## src/rtl/ex_stage_if.sv

```systemverilog
// Bundle of every signal that runs between ID/EX, MEM/WB and the execute stage.
// The master side drives the id_ex_*, mem_wb_* and flush inputs. The slave side
// is the execute stage, which returns ex_stall and the ex_mem_* register outputs.
interface ex_stage_if;
    logic        id_ex_valid;
    logic [31:0] id_ex_pc_plus4;
    logic [31:0] id_ex_reg_a_data;
    logic [31:0] id_ex_reg_b_data;
    logic [31:0] id_ex_imm;
    logic [25:0] id_ex_jump_target;
    logic [4:0]  id_ex_rs;
    logic [4:0]  id_ex_rt;
    logic [4:0]  id_ex_rd;
    logic [3:0]  id_ex_ctrl_alu_op;
    logic        id_ex_ctrl_alu_src;
    logic        id_ex_ctrl_reg_dst;
    logic        id_ex_ctrl_reg_write;
    logic        id_ex_ctrl_mem_to_reg;
    logic        id_ex_ctrl_mem_write;
    logic        id_ex_ctrl_branch_eq;
    logic        id_ex_ctrl_branch_neq;
    logic        id_ex_ctrl_jump;
    logic        mem_wb_ctrl_reg_write;
    logic [4:0]  mem_wb_write_reg_dst;
    logic [31:0] mem_wb_data;
    logic        flush;
    logic        ex_stall;
    logic        ex_mem_ctrl_reg_write;
    logic        ex_mem_ctrl_mem_to_reg;
    logic        ex_mem_ctrl_mem_write;
    logic        ex_mem_ctrl_branch_eq;
    logic        ex_mem_ctrl_branch_neq;
    logic        ex_mem_ctrl_jump;
    logic [31:0] ex_mem_alu_out;
    logic        ex_mem_alu_zero;
    logic [31:0] ex_mem_reg_b_data;
    logic [4:0]  ex_mem_write_reg_dst;
    logic [31:0] ex_mem_pc_branch;
    logic [31:0] ex_mem_pc_jump;

    modport master (
        output id_ex_valid, id_ex_pc_plus4, id_ex_reg_a_data, id_ex_reg_b_data,
               id_ex_imm, id_ex_jump_target, id_ex_rs, id_ex_rt, id_ex_rd,
               id_ex_ctrl_alu_op, id_ex_ctrl_alu_src, id_ex_ctrl_reg_dst,
               id_ex_ctrl_reg_write, id_ex_ctrl_mem_to_reg, id_ex_ctrl_mem_write,
               id_ex_ctrl_branch_eq, id_ex_ctrl_branch_neq, id_ex_ctrl_jump,
               mem_wb_ctrl_reg_write, mem_wb_write_reg_dst, mem_wb_data, flush,
        input  ex_stall, ex_mem_ctrl_reg_write, ex_mem_ctrl_mem_to_reg,
               ex_mem_ctrl_mem_write, ex_mem_ctrl_branch_eq, ex_mem_ctrl_branch_neq,
               ex_mem_ctrl_jump, ex_mem_alu_out, ex_mem_alu_zero, ex_mem_reg_b_data,
               ex_mem_write_reg_dst, ex_mem_pc_branch, ex_mem_pc_jump
    );

    modport slave (
        input  id_ex_valid, id_ex_pc_plus4, id_ex_reg_a_data, id_ex_reg_b_data,
               id_ex_imm, id_ex_jump_target, id_ex_rs, id_ex_rt, id_ex_rd,
               id_ex_ctrl_alu_op, id_ex_ctrl_alu_src, id_ex_ctrl_reg_dst,
               id_ex_ctrl_reg_write, id_ex_ctrl_mem_to_reg, id_ex_ctrl_mem_write,
               id_ex_ctrl_branch_eq, id_ex_ctrl_branch_neq, id_ex_ctrl_jump,
               mem_wb_ctrl_reg_write, mem_wb_write_reg_dst, mem_wb_data, flush,
        output ex_stall, ex_mem_ctrl_reg_write, ex_mem_ctrl_mem_to_reg,
               ex_mem_ctrl_mem_write, ex_mem_ctrl_branch_eq, ex_mem_ctrl_branch_neq,
               ex_mem_ctrl_jump, ex_mem_alu_out, ex_mem_alu_zero, ex_mem_reg_b_data,
               ex_mem_write_reg_dst, ex_mem_pc_branch, ex_mem_pc_jump
    );
endinterface

```

## src/rtl/ex_stage.sv

```systemverilog
// Execute stage of the 5-stage MIPS pipeline.
// It forwards the operands, runs the ALU and computes the branch and jump
// targets, then registers the EX/MEM fields. MUL is handled by a shift-add
// multiplier that takes DATA_W+2 cycles. The stage holds the front end with
// ex_stall while the multiplier is busy.
module ex_stage #(
    parameter int DATA_W = 32,
    parameter int MUL_EN = 1
) (
    input  logic       clk,
    input  logic       rst_n,
    ex_stage_if.slave  bus
);
    localparam int   CNT_W  = $clog2(DATA_W) + 1;
    localparam bit   MUL_ON = (MUL_EN != 0);
    localparam logic [3:0] OP_MUL = 4'd9;

    typedef enum logic [1:0] {ST_IDLE, ST_BUSY, ST_DONE} state_t;

    state_t              r_state;
    logic [DATA_W-1:0]   r_mcand;
    logic [DATA_W-1:0]   r_mplier;
    logic [DATA_W-1:0]   r_acc;
    logic [CNT_W-1:0]    r_count;

    // Control bits in this order: reg_write, mem_to_reg, mem_write, branch_eq, branch_neq, jump.
    logic [5:0]          r_ctrl;
    logic [DATA_W-1:0]   r_alu_out;
    logic                r_alu_zero;
    logic [DATA_W-1:0]   r_reg_b_data;
    logic [4:0]          r_write_reg_dst;
    logic [DATA_W-1:0]   r_pc_branch;
    logic [DATA_W-1:0]   r_pc_jump;

    logic [DATA_W-1:0]   w_fwd_a;
    logic [DATA_W-1:0]   w_fwd_b;
    logic [DATA_W-1:0]   w_b_op;
    logic [DATA_W-1:0]   w_alu_res;
    logic [DATA_W-1:0]   w_acc_step;
    logic                w_is_mul;
    logic                w_stall;
    logic                w_write;

    // Operand forwarding. The younger EX/MEM result wins over MEM/WB, and register 0 never forwards.
    always_comb begin
        w_fwd_a = bus.id_ex_reg_a_data;
        if (r_ctrl[5] && r_write_reg_dst != 5'd0 && r_write_reg_dst == bus.id_ex_rs)
            w_fwd_a = r_alu_out;
        else if (bus.mem_wb_ctrl_reg_write && bus.mem_wb_write_reg_dst != 5'd0 &&
                 bus.mem_wb_write_reg_dst == bus.id_ex_rs)
            w_fwd_a = bus.mem_wb_data;

        w_fwd_b = bus.id_ex_reg_b_data;
        if (r_ctrl[5] && r_write_reg_dst != 5'd0 && r_write_reg_dst == bus.id_ex_rt)
            w_fwd_b = r_alu_out;
        else if (bus.mem_wb_ctrl_reg_write && bus.mem_wb_write_reg_dst != 5'd0 &&
                 bus.mem_wb_write_reg_dst == bus.id_ex_rt)
            w_fwd_b = bus.mem_wb_data;
    end

    assign w_b_op     = bus.id_ex_ctrl_alu_src ? bus.id_ex_imm : w_fwd_b;
    assign w_is_mul   = bus.id_ex_valid && (bus.id_ex_ctrl_alu_op == OP_MUL);
    assign w_stall    = rst_n && MUL_ON && w_is_mul && (r_state != ST_DONE) && !bus.flush;
    assign w_write    = bus.id_ex_valid && !bus.flush && !w_stall;
    assign w_acc_step = r_mplier[0] ? (r_acc + r_mcand) : r_acc;

    // ALU result. The MUL result is the finished accumulator, which is only meaningful in DONE.
    always_comb begin
        w_alu_res = '0;
        case (bus.id_ex_ctrl_alu_op)
            4'd0: w_alu_res = w_fwd_a + w_b_op;
            4'd1: w_alu_res = w_fwd_a - w_b_op;
            4'd2: w_alu_res = w_fwd_a & w_b_op;
            4'd3: w_alu_res = w_fwd_a | w_b_op;
            4'd4: w_alu_res = w_fwd_a ^ w_b_op;
            4'd5: w_alu_res = ~(w_fwd_a | w_b_op);
            4'd6: w_alu_res = {{(DATA_W-1){1'b0}}, ($signed(w_fwd_a) < $signed(w_b_op))};
            4'd7: w_alu_res = {{(DATA_W-1){1'b0}}, (w_fwd_a < w_b_op)};
            4'd8: w_alu_res = {bus.id_ex_imm[15:0], 16'h0000};
            4'd9: w_alu_res = MUL_ON ? r_acc : '0;
            default: w_alu_res = '0;
        endcase
    end

    // Multiplier FSM. It processes one multiplier bit per BUSY cycle, and flush aborts it from any state.
    always_ff @(posedge clk or negedge rst_n) begin
        if (!rst_n) begin
            r_state  <= ST_IDLE;
            r_mcand  <= '0;
            r_mplier <= '0;
            r_acc    <= '0;
            r_count  <= '0;
        end else if (bus.flush) begin
            r_state <= ST_IDLE;
            r_count <= '0;
        end else begin
            case (r_state)
                ST_IDLE: begin
                    if (MUL_ON && w_is_mul) begin
                        r_mcand  <= w_fwd_a;
                        r_mplier <= w_b_op;
                        r_acc    <= '0;
                        r_count  <= '0;
                        r_state  <= ST_BUSY;
                    end
                end
                ST_BUSY: begin
                    r_acc    <= w_acc_step;
                    r_mcand  <= r_mcand << 1;
                    r_mplier <= r_mplier >> 1;
                    r_count  <= r_count + 1'b1;
                    if (r_count == CNT_W'(DATA_W - 1))
                        r_state <= ST_DONE;
                end
                ST_DONE: r_state <= ST_IDLE;
                default: r_state <= ST_IDLE;
            endcase
        end
    end

    // EX/MEM register. Control bits are zeroed for bubbles, and the data fields always take the computed values.
    always_ff @(posedge clk or negedge rst_n) begin
        if (!rst_n) begin
            r_ctrl          <= '0;
            r_alu_out       <= '0;
            r_alu_zero      <= 1'b0;
            r_reg_b_data    <= '0;
            r_write_reg_dst <= '0;
            r_pc_branch     <= '0;
            r_pc_jump       <= '0;
        end else begin
            r_ctrl          <= w_write ? {bus.id_ex_ctrl_reg_write, bus.id_ex_ctrl_mem_to_reg,
                                          bus.id_ex_ctrl_mem_write, bus.id_ex_ctrl_branch_eq,
                                          bus.id_ex_ctrl_branch_neq, bus.id_ex_ctrl_jump} : 6'd0;
            r_alu_out       <= w_alu_res;
            r_alu_zero      <= (w_alu_res == '0);
            r_reg_b_data    <= w_fwd_b;
            r_write_reg_dst <= bus.id_ex_ctrl_reg_dst ? bus.id_ex_rd : bus.id_ex_rt;
            r_pc_branch     <= bus.id_ex_pc_plus4 + (bus.id_ex_imm << 2);
            r_pc_jump       <= {bus.id_ex_pc_plus4[31:28], bus.id_ex_jump_target, 2'b00};
        end
    end

    assign bus.ex_stall               = w_stall;
    assign bus.ex_mem_ctrl_reg_write  = r_ctrl[5];
    assign bus.ex_mem_ctrl_mem_to_reg = r_ctrl[4];
    assign bus.ex_mem_ctrl_mem_write  = r_ctrl[3];
    assign bus.ex_mem_ctrl_branch_eq  = r_ctrl[2];
    assign bus.ex_mem_ctrl_branch_neq = r_ctrl[1];
    assign bus.ex_mem_ctrl_jump       = r_ctrl[0];
    assign bus.ex_mem_alu_out         = r_alu_out;
    assign bus.ex_mem_alu_zero        = r_alu_zero;
    assign bus.ex_mem_reg_b_data      = r_reg_b_data;
    assign bus.ex_mem_write_reg_dst   = r_write_reg_dst;
    assign bus.ex_mem_pc_branch       = r_pc_branch;
    assign bus.ex_mem_pc_jump         = r_pc_jump;
endmodule

```

## src/flat_wrapper.sv

```systemverilog
// flat-port wrapper written by rule: the top's interface ports become plain ports
module ex_stage_flat 
#(
    parameter int DATA_W = 32,
    parameter int MUL_EN = 1
)
  (clk, rst_n, bus_id_ex_valid, bus_id_ex_pc_plus4, bus_id_ex_reg_a_data, bus_id_ex_reg_b_data, bus_id_ex_imm, bus_id_ex_jump_target, bus_id_ex_rs, bus_id_ex_rt, bus_id_ex_rd, bus_id_ex_ctrl_alu_op, bus_id_ex_ctrl_alu_src, bus_id_ex_ctrl_reg_dst, bus_id_ex_ctrl_reg_write, bus_id_ex_ctrl_mem_to_reg, bus_id_ex_ctrl_mem_write, bus_id_ex_ctrl_branch_eq, bus_id_ex_ctrl_branch_neq, bus_id_ex_ctrl_jump, bus_mem_wb_ctrl_reg_write, bus_mem_wb_write_reg_dst, bus_mem_wb_data, bus_flush, bus_ex_stall, bus_ex_mem_ctrl_reg_write, bus_ex_mem_ctrl_mem_to_reg, bus_ex_mem_ctrl_mem_write, bus_ex_mem_ctrl_branch_eq, bus_ex_mem_ctrl_branch_neq, bus_ex_mem_ctrl_jump, bus_ex_mem_alu_out, bus_ex_mem_alu_zero, bus_ex_mem_reg_b_data, bus_ex_mem_write_reg_dst, bus_ex_mem_pc_branch, bus_ex_mem_pc_jump);
  ex_stage_if bus_i ();
  input  logic clk;
  input  logic rst_n;
  input wire logic [$bits(bus_i.id_ex_valid)-1:0] bus_id_ex_valid;
  input wire logic [$bits(bus_i.id_ex_pc_plus4)-1:0] bus_id_ex_pc_plus4;
  input wire logic [$bits(bus_i.id_ex_reg_a_data)-1:0] bus_id_ex_reg_a_data;
  input wire logic [$bits(bus_i.id_ex_reg_b_data)-1:0] bus_id_ex_reg_b_data;
  input wire logic [$bits(bus_i.id_ex_imm)-1:0] bus_id_ex_imm;
  input wire logic [$bits(bus_i.id_ex_jump_target)-1:0] bus_id_ex_jump_target;
  input wire logic [$bits(bus_i.id_ex_rs)-1:0] bus_id_ex_rs;
  input wire logic [$bits(bus_i.id_ex_rt)-1:0] bus_id_ex_rt;
  input wire logic [$bits(bus_i.id_ex_rd)-1:0] bus_id_ex_rd;
  input wire logic [$bits(bus_i.id_ex_ctrl_alu_op)-1:0] bus_id_ex_ctrl_alu_op;
  input wire logic [$bits(bus_i.id_ex_ctrl_alu_src)-1:0] bus_id_ex_ctrl_alu_src;
  input wire logic [$bits(bus_i.id_ex_ctrl_reg_dst)-1:0] bus_id_ex_ctrl_reg_dst;
  input wire logic [$bits(bus_i.id_ex_ctrl_reg_write)-1:0] bus_id_ex_ctrl_reg_write;
  input wire logic [$bits(bus_i.id_ex_ctrl_mem_to_reg)-1:0] bus_id_ex_ctrl_mem_to_reg;
  input wire logic [$bits(bus_i.id_ex_ctrl_mem_write)-1:0] bus_id_ex_ctrl_mem_write;
  input wire logic [$bits(bus_i.id_ex_ctrl_branch_eq)-1:0] bus_id_ex_ctrl_branch_eq;
  input wire logic [$bits(bus_i.id_ex_ctrl_branch_neq)-1:0] bus_id_ex_ctrl_branch_neq;
  input wire logic [$bits(bus_i.id_ex_ctrl_jump)-1:0] bus_id_ex_ctrl_jump;
  input wire logic [$bits(bus_i.mem_wb_ctrl_reg_write)-1:0] bus_mem_wb_ctrl_reg_write;
  input wire logic [$bits(bus_i.mem_wb_write_reg_dst)-1:0] bus_mem_wb_write_reg_dst;
  input wire logic [$bits(bus_i.mem_wb_data)-1:0] bus_mem_wb_data;
  input wire logic [$bits(bus_i.flush)-1:0] bus_flush;
  output wire logic [$bits(bus_i.ex_stall)-1:0] bus_ex_stall;
  output wire logic [$bits(bus_i.ex_mem_ctrl_reg_write)-1:0] bus_ex_mem_ctrl_reg_write;
  output wire logic [$bits(bus_i.ex_mem_ctrl_mem_to_reg)-1:0] bus_ex_mem_ctrl_mem_to_reg;
  output wire logic [$bits(bus_i.ex_mem_ctrl_mem_write)-1:0] bus_ex_mem_ctrl_mem_write;
  output wire logic [$bits(bus_i.ex_mem_ctrl_branch_eq)-1:0] bus_ex_mem_ctrl_branch_eq;
  output wire logic [$bits(bus_i.ex_mem_ctrl_branch_neq)-1:0] bus_ex_mem_ctrl_branch_neq;
  output wire logic [$bits(bus_i.ex_mem_ctrl_jump)-1:0] bus_ex_mem_ctrl_jump;
  output wire logic [$bits(bus_i.ex_mem_alu_out)-1:0] bus_ex_mem_alu_out;
  output wire logic [$bits(bus_i.ex_mem_alu_zero)-1:0] bus_ex_mem_alu_zero;
  output wire logic [$bits(bus_i.ex_mem_reg_b_data)-1:0] bus_ex_mem_reg_b_data;
  output wire logic [$bits(bus_i.ex_mem_write_reg_dst)-1:0] bus_ex_mem_write_reg_dst;
  output wire logic [$bits(bus_i.ex_mem_pc_branch)-1:0] bus_ex_mem_pc_branch;
  output wire logic [$bits(bus_i.ex_mem_pc_jump)-1:0] bus_ex_mem_pc_jump;
  assign bus_i.id_ex_valid = bus_id_ex_valid;
  assign bus_i.id_ex_pc_plus4 = bus_id_ex_pc_plus4;
  assign bus_i.id_ex_reg_a_data = bus_id_ex_reg_a_data;
  assign bus_i.id_ex_reg_b_data = bus_id_ex_reg_b_data;
  assign bus_i.id_ex_imm = bus_id_ex_imm;
  assign bus_i.id_ex_jump_target = bus_id_ex_jump_target;
  assign bus_i.id_ex_rs = bus_id_ex_rs;
  assign bus_i.id_ex_rt = bus_id_ex_rt;
  assign bus_i.id_ex_rd = bus_id_ex_rd;
  assign bus_i.id_ex_ctrl_alu_op = bus_id_ex_ctrl_alu_op;
  assign bus_i.id_ex_ctrl_alu_src = bus_id_ex_ctrl_alu_src;
  assign bus_i.id_ex_ctrl_reg_dst = bus_id_ex_ctrl_reg_dst;
  assign bus_i.id_ex_ctrl_reg_write = bus_id_ex_ctrl_reg_write;
  assign bus_i.id_ex_ctrl_mem_to_reg = bus_id_ex_ctrl_mem_to_reg;
  assign bus_i.id_ex_ctrl_mem_write = bus_id_ex_ctrl_mem_write;
  assign bus_i.id_ex_ctrl_branch_eq = bus_id_ex_ctrl_branch_eq;
  assign bus_i.id_ex_ctrl_branch_neq = bus_id_ex_ctrl_branch_neq;
  assign bus_i.id_ex_ctrl_jump = bus_id_ex_ctrl_jump;
  assign bus_i.mem_wb_ctrl_reg_write = bus_mem_wb_ctrl_reg_write;
  assign bus_i.mem_wb_write_reg_dst = bus_mem_wb_write_reg_dst;
  assign bus_i.mem_wb_data = bus_mem_wb_data;
  assign bus_i.flush = bus_flush;
  assign bus_ex_stall = bus_i.ex_stall;
  assign bus_ex_mem_ctrl_reg_write = bus_i.ex_mem_ctrl_reg_write;
  assign bus_ex_mem_ctrl_mem_to_reg = bus_i.ex_mem_ctrl_mem_to_reg;
  assign bus_ex_mem_ctrl_mem_write = bus_i.ex_mem_ctrl_mem_write;
  assign bus_ex_mem_ctrl_branch_eq = bus_i.ex_mem_ctrl_branch_eq;
  assign bus_ex_mem_ctrl_branch_neq = bus_i.ex_mem_ctrl_branch_neq;
  assign bus_ex_mem_ctrl_jump = bus_i.ex_mem_ctrl_jump;
  assign bus_ex_mem_alu_out = bus_i.ex_mem_alu_out;
  assign bus_ex_mem_alu_zero = bus_i.ex_mem_alu_zero;
  assign bus_ex_mem_reg_b_data = bus_i.ex_mem_reg_b_data;
  assign bus_ex_mem_write_reg_dst = bus_i.ex_mem_write_reg_dst;
  assign bus_ex_mem_pc_branch = bus_i.ex_mem_pc_branch;
  assign bus_ex_mem_pc_jump = bus_i.ex_mem_pc_jump;
  ex_stage #(.DATA_W(DATA_W), .MUL_EN(MUL_EN)) u_core (.clk(clk), .rst_n(rst_n), .bus(bus_i));
endmodule
```

## config.mk

```make
export PLATFORM = sky130hd
export DESIGN_NAME = ex_stage_flat
export DESIGN_NICKNAME = d
export VERILOG_FILES = /design/src/rtl/ex_stage_if.sv /design/src/rtl/ex_stage.sv /design/src/flat_wrapper.sv
export SDC_FILE = /design/constraint.sdc
export NUM_CORES = 1
export LEC_CHECK = 0
export BUFFER_PORTS_ARGS = -buffer_cell sky130_fd_sc_hd__buf_2
export CAP_MARGIN = 20
export CORE_ASPECT_RATIO = 0.5
export CORE_MARGIN = 5
export CORE_UTILIZATION = 57
export DETAILED_ROUTE_END_ITERATION = 6
export PLACE_DENSITY = 0.82
export SYNTH_ARGS = -nofsm -noshare
export SYNTH_HDL_FRONTEND = slang
export SYNTH_SLANG_ARGS = --single-unit
```

## constraint.sdc

```tcl
create_clock -name clk -period 7.8 [get_ports clk]
set_input_delay 1.56 -clock clk [delete_from_list [all_inputs] [get_ports clk]]
set_output_delay 1.56 -clock clk [all_outputs]
set_load 0.1 [all_outputs]
```

==> reports/qor.yml, run 1 <==
dieArea_mm2: 0.0368
crit_required_ps: 8260
layout_commonest_cell: "buf_2"
cts_tree: "yes"
io_buffers: 361
p_per_area_mw_per_mm2: 216
place_area_mm2: 0.0224
synth_area_leader_cell: "dfrtp_1"
overflow: 0
wire_per_inst_um: 26.4
hp-class: "reg2reg"
leakagePower_nw: 11.3
drive_above_1_share_pct: 24.4
yosys.area_share.xor_xnor_pct: 3.65
fin_hold_ws_ps: 479
die-height_um: 138
layout_common_cells: "buf_2, o21ai_0, nand2_1"
cts_root_buffer: "clkbuf_16"
path_class: "in2reg"
violations: "DRC"
fin_area_mm2: 0.0231
synth-seq-area-share_pct: 32.3
grt_max_degree: 137
syn-cell-area_mm2: 0.0187
syn_to_final_growth_pct: 23.4
worstMarginPinSlew_ps: 962
synth_mux_area_share_pct: 7.69
grt_pass1_wl_um: 122000
yosys-top-cells-area: "dfrtp_1, ha_1, o21ai_0"
slew_headroom_pct: 34.1
synth_compound_area_share_pct: 24.9
syn_area_per_cell_um2: 8.40
cp-end-kind: "register"
reg2reg_slack_ps: 1060
ys.flop_type: "dfrtp_1"
grt_pass1_vias: 18923
synth_cells: 2231
vias_per_cell: 6.48
clk_latency_ps: 550
synth_top_family_by_area: "compound AO/OA/AOI/OAI gates"
drc: 2
report.final.slew_viol_count: 0
die_x_um: 266
clockBufferDepth: 3
synth_fa_ha_area_share_pct: 10.9
synthArstFlopShare_pct: 100
dp_hpwl_um: 65800
synth_seq_cells: 242
post-route-period-util_pct: 96.2
wirelength_um: 83900
gp_congestion: 1.11
rsz0062_at_grt: "no"
track_usage_pct: 43.1
io_pins: 364
synth_cell_types: 86
synth_top_area_share_pct: 32.3
ys_warn_count: 0
maxClockFrequency_mhz: 133
clock_sinks: 242
coreArea_mm2: 0.0321
critPathLaunchType: "primary input"
clkSlewWorstSetupHoldPaths_ps: 70
num-nets-final: 3105
crit_path_max_fanout: 9
htreeDepth: 1
antenna_found_initial: 9
status: "finished with violations"
fin_cells: 3179
vias: 20594
fill_cells: 2534
cts_buffers: 23
start_util_pct: 58.5
synth-simple-area-share_pct: 15.2
dp_cells: 3127
postCtsSetupRepairBufs: 0
rows: 46
fin_crit_ps: 7500
synth_edf_count: 0
detail-route-antenna-nets: 0
finClkSkew_ps: 9.33
drtIter0Drc: 3351
dr.pass1.iters: 7
setup_violations: 0
hold_viol: 0
cap_viol_max_count: 0
ir_drop_mv: 0.259
worstPathArrival_ps: 7970
==> sequential cells by signal (all words and copies together) (netlist names) <==
name	cells
u_core.bus.ex_mem_alu_zero	1
u_core.r_acc	32
u_core.r_mplier	32
u_core.r_ctrl	6
u_core.r_state	2
u_core.r_mcand	32
u_core.bus.ex_mem_pc_jump	30
u_core.bus.ex_mem_pc_branch	32
u_core.bus.ex_mem_reg_b_data	32
u_core.bus.ex_mem_alu_out	32
u_core.bus.ex_mem_write_reg_dst	5
u_core.r_count	6
==> synth_stat cells, types with 19 or more instances <==
library cell and n:
nor2_1 135, mux2i_1 135, o211ai_1 25, clkbuf_1 95, dfrtp_1 242, inv_1 141, ha_1 157, o21bai_1 22
xor2_1 22, xnor2_1 56, o21a_1 19, o21ai_0 288, nand2_1 282, a21o_1 29, nor3_1 26, a21oi_1 124
nand3_1 34, a22oi_1 21, and2_1 21
==> repair_timing <==
action,CTS,global route
hold buffers,0,0
setup endpoints to repair,0,1
gates resized for setup,0,2
==> critical path, stage by stage <==
cell	delay, ps
buf_2	110
or4_4	530
o211a_1	230
and4_2	270
buf_4	200
mux2i_1	150
o21ai_0	120
mux2i_1	420
buf_4	210
inv_1	40
ha_1	240
buf_4	160
o211ai_1	160
nor2_1	60
a31oi_1	140
o21ai_0	110
a211o_1	280
or3_1	430
or4_1	430
or4_1	460
or4_1	430
or4_1	560
or4_1	540
nor4_2	130
==> per-stage QoR <==
step | power (mW) | setup WS, ps | TNS [ps] | utilization, %
floorplan | 3.05 | 99.0 | 0 | -
global placement | 3.75 | -43.4 | -43.4 | 69.7
detailed placement | 3.80 | -121 | -121 | 69.7
CTS | 4.92 | 403 | 0 | 72.0
global route | 5.18 | 6.56 | 0 | 72.1
finish | 5.00 | 298 | 0 | 72.1
==> layer usage <==
layer	share of wire (%)	up-vias	wire [um]	track usage [%]
met5	0.058	-	49	0
met4	3.4	2	2820	11.9
met3	17	190	14100	17.8
met2	40	1589	33200	59.3
met1	40	9807	33800	62.3
li1	-	9006	-	-
==> logic make-up (layout without fill, tap and decap cells) <==
family | after synthesis | after routing
simple gates | 624 | 624
fa+ha+maj | 161 | 161
mux | 143 | 143
flops | 242 | 242
compound gates | 723 | 723
other cells | 1 | 11
xor+xnor | 78 | 78
buf+inv | 259 | 765
==> area by class of cell <==
| type | instances | area, um2 | area share, % |
|---|---|---|---|
| repair buffers | 581 | 3490 | 15.1 |
| clock inverters | 9 | 61.3 | 0.265 |
| inverters | 142 | 533 | 2.31 |
| flip-flops and latches | 242 | 6060 | 26.2 |
| multi-input cells | 1731 | 11700 | 50.8 |
| well taps | 432 | 541 | 2.34 |
| clock buffers | 33 | 663 | 2.87 |
| diodes | 9 | 22.5 | 0.0974 |
==> power breakdown <==
part | leakage, nW | internal [mW] | switching, mW | total (mW)
clock network | 0.354 | 0.596 | 0.529 | 1.13
registers | 3.02 | 1.45 | 0.172 | 1.62
logic | 7.95 | 0.676 | 1.57 | 2.25
==> worst paths after layout <==
check	startpoint	to	cells after the start
hold reg to reg	u_core.r_mplier[31]	u_core.r_mplier[31]	2
min in group asynchronous	rst_n	u_core.r_mcand[5]	1
max in group asynchronous	rst_n	u_core.bus.ex_mem_pc_branch[0]	2
setup reg to reg	u_core.bus.ex_mem_write_reg_dst[1]	u_core.bus.ex_mem_alu_zero	19
hold / removal	u_core.r_mplier[31]	u_core.r_mplier[31]	2
setup / recovery	bus_mem_wb_write_reg_dst[0]	u_core.bus.ex_mem_alu_zero	24
Note: power is estimated with default switching activity, not from simulation.
==> inputs of run 2 (changes only) <==
- CORE_UTILIZATION: 57 -> 33
- PLACE_DENSITY: 0.82 -> default
- SKIP_LAST_GASP: default -> 1
==> run 2 against run 1 <==
  * The flow now finishes without violations
  * Die area increased by 68%
  * Cell area increased by 2.2%
  * Setup slack worse by 160 ps
  * Wire length is 1.2% lower
  * Utilization down 30 points
  * Clock skew grew 8.6 ps
  * Critical path depth is 3 lower
  * Combinational power fell by 2%
  * Sequential share of layout area down 0.57 points
  * Critical endpoint unchanged
  * Largest cell class unchanged
==> reports/qor.yml, run 2 (synthesis gave the netlist of run 1 again) <==
vias: 19349
overflow: 0
detail-route-antenna-nets: 0
rows: 61
dieArea_mm2: 0.0619
htreeDepth: 1
crit_path_max_fanout: 10
seq_power_share_pct: 31.8
p_int_mw: 2.77
p_comb_share_pct: 43.6
drive_above_1_share_pct: 24.6
drtIter0Drc: 1984
power.share.clock_pct: 24.6
slowest_stage: "o41ai_1"
p_per_area_mw_per_mm2: 214
die-height_um: 179
hold-path-cell-count: 2
switchingPower_mw: 2.29
crit_required_ps: 8280
switching_share_pct: 45.2
clkSlewWorstSetupHoldPaths_ps: 70
cp.buffers_inverters: 3
dr.pass1.iters: 6
track_usage_pct: 25.5
worstMarginPinSlew_ps: 1030
layout_commonest_cell: "buf_2"
hp-class: "reg2reg"
cts_buffers: 26
cap_viol_max_count: 0
maxClockFrequency_mhz: 130
multi_input_comb_area_mm2: 0.0117
rsz0062_at_grt: "no"
wire_per_inst_um: 23.6
clockBufferDepth: 3
start_util_pct: 33.5
final.setup.tns_ps: 0
io_pins: 364
cpPeakStageDelay_ps: 580
num-nets-final: 3116
slew_headroom_pct: 30.8
layout_common_cells: "buf_2, o21ai_0, nand2_1"
leakagePower_nw: 11.4
fill_cells: 5715
dp_hpwl_um: 66900
cts_resized: 0
clk_latency_ps: 580
cp-end-kind: "register"
critPathLaunchType: "primary input"
status: "finished, final reports clean"
cts_tree: "yes"
grt_max_degree: 75
gp_congestion: 1.01
clock_sinks: 242
cpLargestDelayFamily: "simple AND/OR/NAND/NOR gates"
drc: 0
postCtsHoldBufs: 0
postCtsSetupRepairBufs: 0
vias_per_cell: 5.51
cts_root_buffer: "clkbuf_16"
seqCellArea_mm2: 0.00606
hold_viol: 0
ir_drop_mv: 0.125
post-route-period-util_pct: 98.3
report.final.slew_viol_count: 0
io_buffers: 361
finalPower_mw: 5.06
reg2reg_depth: 20
syn_to_final_growth_pct: 26.1
coreArea_mm2: 0.0559
setup_violations: 0
grt_pass1_wl_um: 120000
wirelength_um: 83000
utilization_pct: 42.3
die_x_um: 347
crit_top_cell: "or4_1"
path_class: "in2reg"
finClkSkew_ps: 17.9
grt_pass1_vias: 18270
fin_crit_ps: 7660
antenna_found_initial: 7
cp.depth: 21
path_cells: "buf_2, or4_4, o211a_1, and4_2, buf_4, mux2i_1, o21ai_0, mux2i_2, buf_4, ha_1, o21ba_2, nor4_1, nor3_1, o41ai_1, o221a_2, o311ai_1, or4_1, or4_1, or4_1, or4_1, nor4_2"
worstPathArrival_ps: 8150
## run 2: changes by cell type in the layout (fill, tap and decap cells not counted), sizes merged
cell / previous run / this run
buf: 580 / 589
clkbuf: 34 / 35
clkinv: 6 / 7
clkinvlp: 2 / 6
diode: 9 / 4
inv: 143 / 142
## run 2: worst reg2reg max path: cells and delay by family, from the launching register on
family	cells	cell delay [ps]
adders and majority gates	2	670
buffers and inverters	3	440
DFF	1	460
and+or+nand+nor	8	3340
AOI/OAI and AO/OA	7	1810
## run 2: final timing paths
path / from / to / slack (ps)
max: bus_mem_wb_write_reg_dst[0] / u_core.bus.ex_mem_alu_zero / 140
min: u_core.r_mplier[27] / u_core.r_mplier[27] / 470
max reg2reg: u_core.bus.ex_mem_write_reg_dst[2] / u_core.bus.ex_mem_alu_zero / 980
min reg2reg: u_core.r_mplier[27] / u_core.r_mplier[27] / 470
max in group asynchronous: rst_n / u_core.bus.ex_mem_reg_b_data[29] / 4790
min in group asynchronous: rst_n / u_core.r_ctrl[3] / 930
## run 2: power by group through the flow
stage          sequential (mW)  clock (mW)  combinational (mW)
2_1_floorplan             2.18           0               0.870
3_3_place_gp              1.62           0                2.16
3_5_place_dp              1.63           0                2.17
4_1_cts                   1.60        1.27                2.18
5_1_grt                   1.63        1.32                2.35
6_report                  1.61        1.24                2.20
## run 2: per-layer routing
metal	wire length (um)	track usage [%]	vias up	share of wire [%]
li1	-	-	9041	-
met4	2280	6.12	4	2.7
met5	27	0	-	0.033
met3	7620	5.42	124	9.2
met1	38500	38.0	9400	46
met2	34500	37.7	780	42
## run 2: area by class of cell
class | instances | area share (%)
sequential | 242 | 25.6
inverter | 142 | 2.26
tap | 756 | 4.00
timing repair buffer | 589 | 15.0
multi-input combinational | 1731 | 49.7
clock inverter | 13 | 0.387
antenna | 4 | 0.0424
clock buffer | 35 | 3.03
## run 2: per-stage QoR
step | instance area [um2] | instances | hold slack (ps) | setup WS (ps)
3_5_place_dp | 22800 | 3460 | 465 | -237
4_1_cts | 23600 | 3508 | 480 | 345
5_1_grt | 23600 | 3511 | 494 | 98.0
2_1_floorplan | 18800 | 2232 | 445 | 99.0
6_report | 23600 | 3512 | 475 | 135
3_3_place_gp | 22800 | 3460 | 457 | -174
